$ cat src/rtl/bj_pkg.sv
// bj_pkg: shared types and constants for the blackjack game controller.
//   - bj_state_e : controller FSM states
//   - bj_who_e   : which hand receives the next accepted card
//   - RANK_*     : 4-bit rank codes carried in iCard[5:2]
//   - BJ_BUST    : highest non-bust hand value
//   - rank_value : rank code -> card value (0 marks an invalid rank)
package bj_pkg;

    typedef enum logic [2:0] {
        ST_IDLE,
        ST_DRAW,
        ST_EVAL,
        ST_PLAYER,
        ST_DEALER,
        ST_DONE
    } bj_state_e;

    typedef enum logic {
        WHO_PLAYER,
        WHO_DEALER
    } bj_who_e;

    localparam logic [3:0] RANK_ACE   = 4'b0000;
    localparam logic [3:0] RANK_TWO   = 4'b0010;
    localparam logic [3:0] RANK_NINE  = 4'b1001;
    localparam logic [3:0] RANK_TEN   = 4'b1100;
    localparam logic [3:0] RANK_JACK  = 4'b1101;
    localparam logic [3:0] RANK_QUEEN = 4'b1110;
    localparam logic [3:0] RANK_KING  = 4'b1111;

    localparam logic [4:0] BJ_BUST = 5'd21;

    // No real card is worth 0, so a 0 result doubles as the invalid-rank flag
    // (codes 0001, 1010 and 1011).
    function automatic logic [3:0] rank_value(input logic [3:0] rank);
        logic [3:0] v;
        case (rank)
            RANK_ACE:                               v = 4'd1;
            RANK_TEN, RANK_JACK, RANK_QUEEN, RANK_KING: v = 4'd10;
            4'b0001, 4'b1010, 4'b1011:              v = 4'd0;
            default:                                v = rank; // 2..9 encode their own value
        endcase
        return v;
    endfunction

endpackage

$ cat src/rtl/blackjack_game_ctrl_if.sv
// blackjack_game_ctrl_if: card handshake between the game controller and the shuffler.
//   iCard      [5:0] card from shuffler; [5:2] rank code, [1:0] suit
//   iCardValid       iCard is valid this cycle
//   oCardReq         controller wants a card
// Handshake: a card is taken on a rising clk edge where oCardReq=1 and
// iCardValid=1 and the rank is valid; a card offered while oCardReq=0 is
// ignored, and an invalid rank is dropped with oCardReq left high.
// Modports: master = game controller, slave = shuffler.
interface blackjack_game_ctrl_if;
    logic [5:0] iCard;
    logic       iCardValid;
    logic       oCardReq;

    modport master (input iCard, input iCardValid, output oCardReq);
    modport slave  (output iCard, output iCardValid, input oCardReq);
endinterface

$ cat src/rtl/bj_hand.sv
// bj_hand: one blackjack hand (used for both player and dealer).
//   clk, iRST_N : clock, asynchronous active-low reset
//   clear       : empty the hand (wins over add)
//   add         : add the card whose rank is on 'rank' (rank must be valid)
//   rank  [3:0] : rank code of the card being added
//   value [4:0] : hand value
// Hard total saturates at 31. With BJ_SOFT_ACE_EN defined an ace flag is
// kept and one ace counts 11 while that does not push the hand past 21.
module bj_hand
    import bj_pkg::*;
(
    input  logic       clk,
    input  logic       iRST_N,
    input  logic       clear,
    input  logic       add,
    input  logic [3:0] rank,
    output logic [4:0] value
);

    logic [4:0] hard_q, hard_d;
    logic [5:0] sum;

    always_comb begin
        sum    = {1'b0, hard_q} + {2'b00, rank_value(rank)};
        hard_d = hard_q;
        if (clear)    hard_d = '0;
        else if (add) hard_d = sum[5] ? 5'd31 : sum[4:0];
    end

    always_ff @(posedge clk or negedge iRST_N) begin
        if (!iRST_N) hard_q <= '0;
        else         hard_q <= hard_d;
    end

`ifdef BJ_SOFT_ACE_EN
    logic ace_q, ace_d;

    always_comb begin
        ace_d = ace_q;
        if (clear)                          ace_d = 1'b0;
        else if (add && rank == RANK_ACE)   ace_d = 1'b1;
    end

    always_ff @(posedge clk or negedge iRST_N) begin
        if (!iRST_N) ace_q <= 1'b0;
        else         ace_q <= ace_d;
    end

    assign value = (ace_q && hard_q <= 5'd11) ? hard_q + 5'd10 : hard_q;
`else
    assign value = hard_q;
`endif

endmodule

$ cat src/rtl/blackjack_game_ctrl.sv
// blackjack_game_ctrl: blackjack round sequencer feeding the LCD display stage.
//   clk, iRST_N        : clock, asynchronous active-low reset
//   iNewGame/iHit/iStand: one-cycle control pulses
//   card_if (master)   : card handshake with the shuffler
//   pValue/dValue [4:0]: player / dealer hand values
//   currCard [5:0]     : last accepted card
//   gameOver, playerWon: round result (playerWon valid while gameOver=1)
//   state_o            : FSM state, for observation
// Parameter DEALER_STAND: dealer draws while its hand is below this value.
// Optional feature macro: BJ_SOFT_ACE_EN (soft aces, handled in bj_hand).
module blackjack_game_ctrl
    import bj_pkg::*;
#(
    parameter int unsigned DEALER_STAND = 17
) (
    input  logic                  clk,
    input  logic                  iRST_N,
    input  logic                  iNewGame,
    input  logic                  iHit,
    input  logic                  iStand,
    blackjack_game_ctrl_if.master card_if,
    output logic [4:0]            pValue,
    output logic [4:0]            dValue,
    output logic [5:0]            currCard,
    output logic                  gameOver,
    output logic                  playerWon,
    output bj_state_e             state_o
);

    bj_state_e  state_q, state_d;
    bj_who_e    who_q, who_d;
    logic [1:0] dealCnt_q, dealCnt_d;   // 0..2 opening deal, 3 = deal finished
    logic       playerWon_d;
    logic       playerWon_q, gameOver_q, oCardReq_q;
    logic [5:0] currCard_q;
    logic       clear_hands, accept;
    logic [3:0] rank;

    assign rank = card_if.iCard[5:2];
    // iNewGame aborts a draw in progress, so a card on that same edge is dropped.
    assign accept = oCardReq_q && card_if.iCardValid && (rank_value(rank) != 4'd0) && !iNewGame;

    always_comb begin
        state_d     = state_q;
        who_d       = who_q;
        dealCnt_d   = dealCnt_q;
        playerWon_d = playerWon_q;
        clear_hands = 1'b0;
        if (iNewGame) begin
            state_d     = ST_DRAW;
            who_d       = WHO_PLAYER;
            dealCnt_d   = 2'd0;
            playerWon_d = 1'b0;
            clear_hands = 1'b1;
        end else begin
            case (state_q)
                ST_IDLE: ;
                ST_DRAW: if (accept) state_d = ST_EVAL;
                ST_EVAL: begin
                    if (dealCnt_q < 2'd2) begin
                        // Opening deal alternates player, dealer, player.
                        dealCnt_d = dealCnt_q + 2'd1;
                        who_d     = (who_q == WHO_PLAYER) ? WHO_DEALER : WHO_PLAYER;
                        state_d   = ST_DRAW;
                    end else if (dealCnt_q == 2'd2) begin
                        dealCnt_d = 2'd3;
                        state_d   = ST_PLAYER;
                    end else if (who_q == WHO_PLAYER) begin
                        if (pValue > BJ_BUST) begin
                            state_d     = ST_DONE;
                            playerWon_d = 1'b0;
                        end else begin
                            state_d = ST_PLAYER;
                        end
                    end else begin
                        state_d = ST_DEALER;
                    end
                end
                ST_PLAYER: begin
                    if (iStand) begin
                        state_d = ST_DEALER;
                    end else if (iHit) begin
                        who_d   = WHO_PLAYER;
                        state_d = ST_DRAW;
                    end
                end
                ST_DEALER: begin
                    if (dValue < 5'(DEALER_STAND)) begin
                        who_d   = WHO_DEALER;
                        state_d = ST_DRAW;
                    end else begin
                        state_d     = ST_DONE;
                        // Tie goes to the dealer.
                        playerWon_d = (dValue > BJ_BUST) || (pValue > dValue);
                    end
                end
                ST_DONE: ;
                default: state_d = ST_IDLE;
            endcase
        end
    end

    always_ff @(posedge clk or negedge iRST_N) begin
        if (!iRST_N) begin
            state_q     <= ST_IDLE;
            who_q       <= WHO_PLAYER;
            dealCnt_q   <= 2'd0;
            playerWon_q <= 1'b0;
            gameOver_q  <= 1'b0;
            oCardReq_q  <= 1'b0;
            currCard_q  <= '0;
        end else begin
            state_q     <= state_d;
            who_q       <= who_d;
            dealCnt_q   <= dealCnt_d;
            playerWon_q <= playerWon_d;
            gameOver_q  <= (state_d == ST_DONE);
            oCardReq_q  <= (state_d == ST_DRAW);
            if (accept) currCard_q <= card_if.iCard;
        end
    end

    bj_hand u_player (
        .clk    (clk),
        .iRST_N (iRST_N),
        .clear  (clear_hands),
        .add    (accept && who_q == WHO_PLAYER),
        .rank   (rank),
        .value  (pValue)
    );

    bj_hand u_dealer (
        .clk    (clk),
        .iRST_N (iRST_N),
        .clear  (clear_hands),
        .add    (accept && who_q == WHO_DEALER),
        .rank   (rank),
        .value  (dValue)
    );

    assign card_if.oCardReq = oCardReq_q;
    assign currCard         = currCard_q;
    assign gameOver         = gameOver_q;
    assign playerWon        = playerWon_q;
    assign state_o          = state_q;

endmodule

$ cat src/flat_wrapper.sv
// flat-port wrapper written by rule: the top's interface ports become plain ports
module blackjack_game_ctrl_flat import bj_pkg::*;
#(
    parameter int unsigned DEALER_STAND = 17
)
  (clk, iRST_N, iNewGame, iHit, iStand, pValue, dValue, currCard, gameOver, playerWon, state_o, card_if_iCard, card_if_iCardValid, card_if_oCardReq);
  blackjack_game_ctrl_if card_if_i ();
  input  logic clk;
  input  logic iRST_N;
  input  logic iNewGame;
  input  logic iHit;
  input  logic iStand;
  output logic [4:0] pValue;
  output logic [4:0] dValue;
  output logic [5:0] currCard;
  output logic gameOver;
  output logic playerWon;
  output bj_state_e state_o;
  input wire logic [$bits(card_if_i.iCard)-1:0] card_if_iCard;
  input wire logic [$bits(card_if_i.iCardValid)-1:0] card_if_iCardValid;
  output wire logic [$bits(card_if_i.oCardReq)-1:0] card_if_oCardReq;
  assign card_if_i.iCard = card_if_iCard;
  assign card_if_i.iCardValid = card_if_iCardValid;
  assign card_if_oCardReq = card_if_i.oCardReq;
  blackjack_game_ctrl #(.DEALER_STAND(DEALER_STAND)) u_core (.clk(clk), .iRST_N(iRST_N), .iNewGame(iNewGame), .iHit(iHit), .iStand(iStand), .card_if(card_if_i), .pValue(pValue), .dValue(dValue), .currCard(currCard), .gameOver(gameOver), .playerWon(playerWon), .state_o(state_o));
endmodule
$ cat config.mk
export PLATFORM = sky130hd
export DESIGN_NAME = blackjack_game_ctrl_flat
export DESIGN_NICKNAME = d
export VERILOG_FILES = /design/src/rtl/bj_pkg.sv /design/src/rtl/blackjack_game_ctrl_if.sv /design/src/rtl/bj_hand.sv /design/src/rtl/blackjack_game_ctrl.sv /design/src/flat_wrapper.sv
export SDC_FILE = /design/constraint.sdc
export NUM_CORES = 1
export LEC_CHECK = 0
export ABC_AREA = 1
export CELL_PAD_IN_SITES_DETAIL_PLACEMENT = 0
export CELL_PAD_IN_SITES_GLOBAL_PLACEMENT = 2
export CORE_MARGIN = 5
export CORE_UTILIZATION = 29
export DETAILED_ROUTE_END_ITERATION = 16
export PLACE_DENSITY = 0.89
export REMOVE_ABC_BUFFERS = 1
export SYNTH_ARGS = -nofsm -noshare
export SYNTH_HDL_FRONTEND = slang
export SYNTH_SLANG_ARGS = --single-unit
$ cat constraint.sdc
create_clock -name clk -period 2.49 [get_ports clk]
set_clock_uncertainty 0.15 [all_clocks]
set_input_delay 0.3735 -clock clk [delete_from_list [all_inputs] [get_ports clk]]
set_output_delay 0.3735 -clock clk [all_outputs]
set_load 0.05 [all_outputs]
# After elaboration in Yosys (flattened, before gate mapping)

Cells that the tools add are included.

Register bits after elaboration: 25
Input port bits: 12
Output and inout bits: 22
Logic and storage cells: 100

Add/subtract/negate cells: 3
$lt $le $gt $ge: 5
Equality and inequality tests: 24
Muxes and demuxes: 36
Bitwise gates (word level): 1
Reductions and logical operators: 22

Operators by type and width:

| operator                                                               | number |
|---|---|
| 5-bit two-way mux                                                      | 6 |
| 3-bit two-way mux                                                      | 9 |
| 4-bit equality test (second input constant)                            | 6 |
| 3-bit != test (second input constant)                                  | 6 |
| 3-bit case mux with 5 select lines                                     | 1 |
| 1-bit two-way mux                                                      | 13 |
| 5-bit by 4-bit adder with 6-bit output                                 | 2 |
| 4-bit case mux with 3 select lines                                     | 1 |
| 5-bit > comparator (second input constant)                             | 2 |
| 3-bit equality test (second input constant)                            | 3 |
| 3-bit by 2-bit != test with 1-bit output (second input constant)       | 3 |
| 2-bit two-way mux                                                      | 4 |
| 4-bit nonzero test                                                     | 2 |
| 3-bit by 1-bit equality test with 1-bit output (second input constant) | 2 |
| 3-bit by 2-bit equality test with 1-bit output (second input constant) | 2 |
| 6-bit AND reduction                                                    | 1 |
| 2-bit nonzero test                                                     | 3 |
| 3-bit nonzero test                                                     | 2 |
| 5-bit > comparator                                                     | 1 |
| 1-bit logical AND                                                      | 5 |
| 5-bit less-than comparator (second input constant)                     | 1 |
| 5-bit AND reduction                                                    | 1 |
| 4-bit by 1-bit equality test with 1-bit output (second input constant) | 1 |
| 4-bit zero test                                                        | 1 |
| 13 further kinds                                                       | 13 |

# Logic depth before layout (Yosys ltp)

Gate-level depths: netlist of run 1.

Depth after elaboration: 10
Gate-level depth with buffers: 12
Depth with buffers taken out: 12

# Modules after synthesis

From an unflattened synthesis of run 1, not the netlist that was laid out.

Cells, all modules: 291
Area total of the unflattened synthesis: 1993.2 µm²

By module, submodules not included:

| module              | instances | cells each | area each (µm²) | seq. area each (µm²) |
|---|---|---|---|---|
| bj_hand             | 2         | 82         | 515.5           | 125.1 |
| blackjack_game_ctrl | 1         | 127        | 962.2           | 375.4 |

# Worst setup path before layout of run 1

OpenSTA, ideal clock, no wires.

Path type: in2reg
Start: input card_if_iCard[5]
End: register u_core.u_dealer.hard_q[4], in the netlist u_core.u_dealer.value[4]
Setup time: 0.125 ns
Data arrival time: 1.953 ns
Data required time: 2.215 ns
Slack: 0.262 ns
Stages on the path: 11
Buffers on the path: 0
Cell sequence: nor2_1 > nor2_1 > a21oi_1 > o21ai_0 > ha_1 > fa_1 > nand3_1 > nand3_1 > xor2_1 > o21ai_0 > o21ai_1

Word-level cells in the longest chain between the ends: 8
Elaborated cells between the ends (all ways): 20
Those cells by class: add/sub (1); eq/ne (7); mux (4); reduce/logical (8)

Ends and longest elaborated chain:

| item                                                                                           | RTL line           | RTL |
|---|---|---|
| start: declaration                                                                             | flat_wrapper.sv:19 | `input wire logic [$bits(card_if_i.iCard)-1:0] card_if_iCard;` |
| 4-bit equality test / 4-bit by 1-bit equality test with 1-bit output (equally long branches)   | bj_pkg.sv:37       | `case (rank)` |
| 4-bit OR reduction / 3-bit OR reduction (equally long branches)                                | bj_pkg.sv:37       |  |
| 4-bit case mux with 3 select lines (*)                                                         | bj_pkg.sv:37       |  |
| parallel branches: the longest is 5 deep, another holds 5-bit by 4-bit adder with 6-bit output | n/a                |  |
| end signal: assignment                                                                         | bj_hand.sv:32      | `else hard_q <= hard_d;` |
| end: declaration                                                                               | bj_hand.sv:20      | `logic [4:0] hard_q, hard_d;` |

Every way passes the cells marked *. The select of a mux whose other input is x is not followed.
A chain may end at the register's enable or synchronous reset.

# Worst setup path after layout of run 1

Start: input card_if_iCard[3]
End: register u_core.u_player.hard_q[0], in the netlist u_core.u_player.value[0]

Word-level cells in the longest chain between the ends: 8
Elaborated cells between the ends (all ways): 20
Those cells by class: add/sub (1); eq/ne (7); mux (4); reduce/logical (8)

Ends and longest elaborated chain:

| item                                                                                           | RTL line |
|---|---|
| 4-bit equality test / 4-bit by 1-bit equality test with 1-bit output (equally long branches)   | bj_pkg.sv:37 |
| 4-bit OR reduction / 3-bit OR reduction (equally long branches)                                | bj_pkg.sv:37 |
| 4-bit case mux with 3 select lines (*)                                                         | bj_pkg.sv:37 |
| parallel branches: the longest is 5 deep, another holds 5-bit by 4-bit adder with 6-bit output | n/a |
| end signal: assignment                                                                         | bj_hand.sv:32 |
| end: declaration                                                                               | bj_hand.sv:20 |

Marked as above.

==> out/summary.txt, run 1 <==
relative slew slack - 0.657
layout cells sized above 1 - 0.203
CP Class - in2reg
DP HPWL - 3.57 mm
GR peak layer - met2
Post CTS Setup Buffer Count - 0
vias per cell - 4.48
slack of the worst reg-to-reg path - 0.62 ns
Max-Cap Viols - 0
maximum VDD drop - 0.000204 V
core area - 5890 sq um
sequential fraction of the synthesis area - 0.357
GRT met1 Usage - 0.180
global-route wire length before repair - 7.62 mm
outcome - completed
CP Data Arrival Time - 2.37 ns
clk_lat worst skew - 0.27 ns
die width - 87.7 microns
leakage power - 1.20 nW
Clock transition at path regs - 0.09 ns
Buffers on Ports - 33
Worst setup SP type - primary input
Remaining DRCs - 0
power share of the clock group - 0.188
Cell Int Power - 0.776 mW
commonest non-fill, non-tap cells in the layout - 54 x nand2_1, 31 x clkdlybuf4s50_1, 26 x inv_1, 26 x buf_4, 25 x dfrtp_1
final wirelength - 4.56 mm
commonest non-fill, non-tap cell in the layout - nand2_1
Comb pwr share - 0.427
PnR worst setup slack - 0.138 ns
CTS H-tree depth - 1
Power Total - 1.29 mW
DRT iter0 DRCs - 86
final worst path period share - 0.945
Sw Share - 0.400
largest net degree at the start of global routing - 26
post-place instance area - 2360 sq um
GRT met2 Usage - 0.192
Final Hold Fails - 0
Yosys cell types - 27
wire per inst - 12.4 microns
GRT Resource Usage Total - 0.125
P&R area growth vs syn - 40.3%
CTS tree - yes
Post-Layout Cell Count - 366
Net Sw Power - 0.518 mW
CP Max Fanout - 5
pwr dens - 527 nW/um^2
sequential share of power - 0.385
Synthesis Warnings - 0
GP Congestion - 0.834
Final Slew Violations - 0
flops & latches, synth - 25
CP Data Required Time - 2.50 ns
crit end category - register
IO Pins - 34
global route overflow - 0
die area - 7690 sq um
Starting Density - 0.297
Placed Cells - 362
Final Cell Area - 2460 sq um
dpl ws - -0.397 ns
syn_area_per_cell - 7.64 sq um
initial antenna violation count - 0
# setup viols final - 0
Final ANT Viol Nets - 0
Tmin final - 2.35 ns
Vert. Die Dim - 87.7 microns
cts bufs inserted - 3
Total Nets Final - 319
Gate Count Post-Synth - 229
FMAX - 0.425 GHz
Clock Tree Buf Depth - 2
class of the worst hold path - in2async
GRT met3 Usage - 0.0160
Worst Tran Pin Value - 0.514 ns
Root Driver - clkbuf_8
Syn Std Cell Area - 1750 sq um
Util after Layout - 0.417
vias in the first global route - 1,649
CTS Sinks - 25
row cnt - 28
via count - 1,639
1st-pass router iterations - 4
antenna cell count - 0
## power by group through the flow
stage / combinational (mW) / clock [mW] / sequential [mW]
4_1_cts: 0.555 / 0.251 / 0.498
3_5_place_dp: 0.551 / 0 / 0.506
5_1_grt: 0.604 / 0.264 / 0.506
6_report: 0.553 / 0.243 / 0.498
3_3_place_gp: 0.547 / 0 / 0.506
2_1_floorplan: 0.179 / 0 / 0.656
## Yosys cell counts
cell / n / area share
inv_1: 26 / 0.056
dfrtp_1: 25 / 0.36
fa_1: 2 / 0.023
o21ai_2: 2 / 0.010
a21boi_0: 1 / 0.0043
o211ai_1: 1 / 0.0043
a21oi_1: 10 / 0.029
xor2_1: 6 / 0.030
nand3_1: 16 / 0.046
and2_1: 1 / 0.0036
nor2_1: 16 / 0.034
nand2_1: 56 / 0.12
o21ai_1: 9 / 0.026
or3_1: 1 / 0.0036
nand2_2: 3 / 0.011
a31oi_1: 1 / 0.0036
inv_2: 5 / 0.011
buf_4: 1 / 0.0043
ha_1: 13 / 0.093
nor2_4: 5 / 0.032
nand3_2: 1 / 0.0057
nor3_1: 4 / 0.011
or2_2: 1 / 0.0036
nand4_4: 1 / 0.012
nand4_1: 3 / 0.011
nor2_2: 2 / 0.0071
o21ai_0: 17 / 0.049
## timing repair
action	in CTS	in global routing
pin swaps	0	3
hold buffers	0	0
hold endpoints to repair	0	0
gates cloned	0	0
resized for setup	8	13
endpoints found under the setup margin	9	10
## per-stage QoR
stage          TNS (ns)  hold slack [ns]
2_1_floorplan         0          -0.0721
3_3_place_gp      -2.91            0.320
3_5_place_dp      -3.48            0.326
4_1_cts               0            0.335
5_1_grt          -0.126            0.363
6_report              0            0.314
## layer usage
metal | up-vias | wire length, microns
met5 | - | 0
met4 | 0 | 26
met3 | 2 | 134
met2 | 26 | 2060
met1 | 738 | 2330
li1 | 873 | -
## sequential cells by signal (all words and copies together) (netlist names)
name                     count
u_core.currCard              6
u_core.u_dealer.value        5
u_core.u_player.value        5
u_core.state_o               3
u_core.dealCnt_q             2
u_core.card_if.oCardReq      1
u_core.gameOver              1
u_core.playerWon             1
u_core.who_q                 1
## area by class of cell
cell class                      instances  area (sq um)
Tap cell                               75          93.8
Multi-Input combinational cell        172          1050
Clock buffer                            4          45.0
Sequential cell                        25           626
Inverter                               31           116
Timing Repair Buffer                   59           527
Fill cell                             635          3430
## worst max-delay path, stage by stage
cell,delay (ns)
clkdlybuf4s50_1,0.49
inv_2,0.04
nand2_1,0.05
nor2_1,0.04
a21oi_2,0.12
buf_4,0.12
nor2_2,0.03
ha_1,0.31
a21oi_1,0.16
nand2_1,0.11
nand2_1,0.06
a21boi_0,0.07
buf_4,0.15
o21ai_1,0.14
o21ai_2,0.07
## cells by family (layout without fill, tap and decap cells)
logic type | count (synthesis) | after routing | share of synthesized area
simple gates | 110 | 110 | 0.301
fa+ha+maj | 15 | 15 | 0.116
buf+inv | 32 | 94 | 0.0708
xor+xnor | 6 | 6 | 0.0300
compound gates | 41 | 41 | 0.125
flops | 25 | 25 | 0.357
## final timing paths
path | startpoint | end | cells after the start
max | card_if_iCard[3] | u_core.u_player.value[0] | 15
min | iRST_N | u_core.u_dealer.value[0] | 2
max reg2reg | u_core.u_player.value[2] | u_core.u_player.value[0] | 8
min reg2reg | u_core.currCard[0] | u_core.currCard[0] | 2
max in group asynchronous | iRST_N | u_core.state_o[0] | 2
min in group clk | u_core.currCard[0] | u_core.currCard[0] | 2
Note: power is estimated with default switching activity, not from simulation.
==> inputs of run 2 (changes only) <==
CELL_PAD_IN_SITES_DETAIL_PLACEMENT = 2   (was 0)
==> out/summary.txt, run 2 (synthesis results as in run 1) <==
M1 WL - 2.80 mm
antenna cell count - 0
Vert. Die Dim - 87.7 microns
GRT Resource Usage Total - 0.186
Worst setup SP type - primary input
initial antenna violation count - 0
max FFs per register - 6
via count - 1,840
Final Slew Violations - 0
Max-Cap Viols - 0
Post-Layout Cell Count - 366
Clock transition at path regs - 0.09 ns
clk_lat worst skew - 0.28 ns
RSZ-0062 raised after global routing - no
relative slew slack - 0.648
die width - 87.7 microns
die area - 7690 sq um
RR Startpoint - u_core.u_player.value[2]
Clock Tree Buf Depth - 2
CP Class - in2reg
CP Max Fanout - 5
CTS H-tree depth - 1
Filler cells - 682
Total Nets Final - 319
global-route wire length before repair - 10.9 mm
vias per cell - 5.03
FMAX - 0.431 GHz
CP max stage delay - 0.30 ns
Buffers on Ports - 33
largest net degree at the start of global routing - 26
final wirelength - 6.65 mm
row cnt - 28
pwr dens - 547 nW/um^2
global route overflow - 0
core area - 5890 sq um
Root Driver - clkbuf_8
commonest non-fill, non-tap cell in the layout - nand2_1
Starting Density - 0.297
CP Data Required Time - 2.55 ns
Worst Tran Pin Value - 0.526 ns
top layer in use - met4
Remaining DRCs - 0
vias in the first global route - 2,094
GP Congestion - 0.834
crit end category - register
commonest non-fill, non-tap cells in the layout - 55 x nand2_1, 30 x clkdlybuf4s50_1, 26 x inv_1, 26 x buf_4, 25 x dfrtp_1
IO Pins - 34
Placed Cells - 362
most used cell, CP - nand2_1
crit path from - card_if_iCard[5]
class of the worst hold path - in2async
cts bufs inserted - 3
met3 wire len - 159 microns
P&R area growth vs syn - 41.0%
maximum VDD drop - 0.000239 V
Tmin final - 2.32 ns
Post CTS Setup Buffer Count - 0
Min Hold Slack - 0.321 ns
DRT iter0 DRCs - 41
setup_tns - 0 ns
Power Total - 1.35 mW
CP Data Arrival Time - 2.39 ns
CTS tree - yes
CTS Sinks - 25
met2 routed WL - 3.53 mm
layout cells sized above 1 - 0.206
outcome - completed
wire per inst - 18.2 microns
1st-pass router iterations - 4
# setup viols final - 0
final worst path period share - 0.932
cells along the critical path - clkdlybuf4s15_1 > nand2_1 > nand2_1 > nor2_1 > a21oi_2 > buf_4 > nor2_2 > buf_4 > ha_4 > nand3_1 > nand2_2 > nand2_1 > a21oi_4 > o21ai_0 > o21ai_1
DP HPWL - 5.25 mm
Final Hold Fails - 0
leakage power - 1.20 nW
Final ANT Viol Nets - 0
Slowest-stage cell, CP - ha_4
-- run 2: area by class of cell --
| class | count | area, sq um | area share |
|---|---|---|---|
| Tap cell | 75 | 93.8 | 0.0380 |
| Timing Repair Buffer | 59 | 527 | 0.213 |
| Sequential cell | 25 | 626 | 0.253 |
| Clock buffer | 4 | 45.0 | 0.0182 |
| Inverter | 31 | 116 | 0.0471 |
| Multi-Input combinational cell | 172 | 1060 | 0.430 |
-- run 2: worst max-delay path, delay by kind of cell --
kind / cells / cell delay (ns)
AOI/OAI and AO/OA: 4 / 0.56
adders and majority gates: 1 / 0.30
buffers and inverters: 3 / 0.54
and+or+nand+nor: 7 / 0.61
-- run 2: where the power goes --
| part | internal [mW] | total (mW) | switching [mW] |
|---|---|---|---|
| logic | 0.214 | 0.589 | 0.376 |
| clock network | 0.115 | 0.258 | 0.143 |
| registers | 0.452 | 0.503 | 0.0505 |
-- run 2: what timing repair did --
action | 4_1_cts | 5_1_grt
resized for setup | 17 | 10
setup endpoints to repair | 10 | 10
pin swaps | 2 | 1
hold buffers | 0 | 0
-- run 2: worst paths after layout --
path | to | slack (ns) | cells past startpoint
setup / recovery | u_core.u_dealer.value[2] | 0.17 | 15
hold / removal | u_core.u_dealer.value[0] | 0.32 | 2
setup reg to reg | u_core.u_player.value[2] | 0.60 | 8
hold reg to reg | u_core.currCard[0] | 0.35 | 2
max in group asynchronous | u_core.state_o[2] | 1.61 | 2
min in group clk | u_core.currCard[0] | 0.35 | 2
-- run 2: routing by layer --
layer,vias to the layer above,global-route usage
li1,872,-
met1,923,0.221
met2,34,0.345
met3,11,0.0160
met4,0,0.0697
met5,-,0
-- run 2: through the flow --
step	util	area [sq um]	setup WS (ns)
after detailed placement	0.401	2360	-0.665
final	0.419	2470	0.169
after CTS	0.417	2450	0.0154
after global routing	0.419	2470	0.0181
after floorplan	-	1740	0.262
after global placement	0.401	2360	-0.331
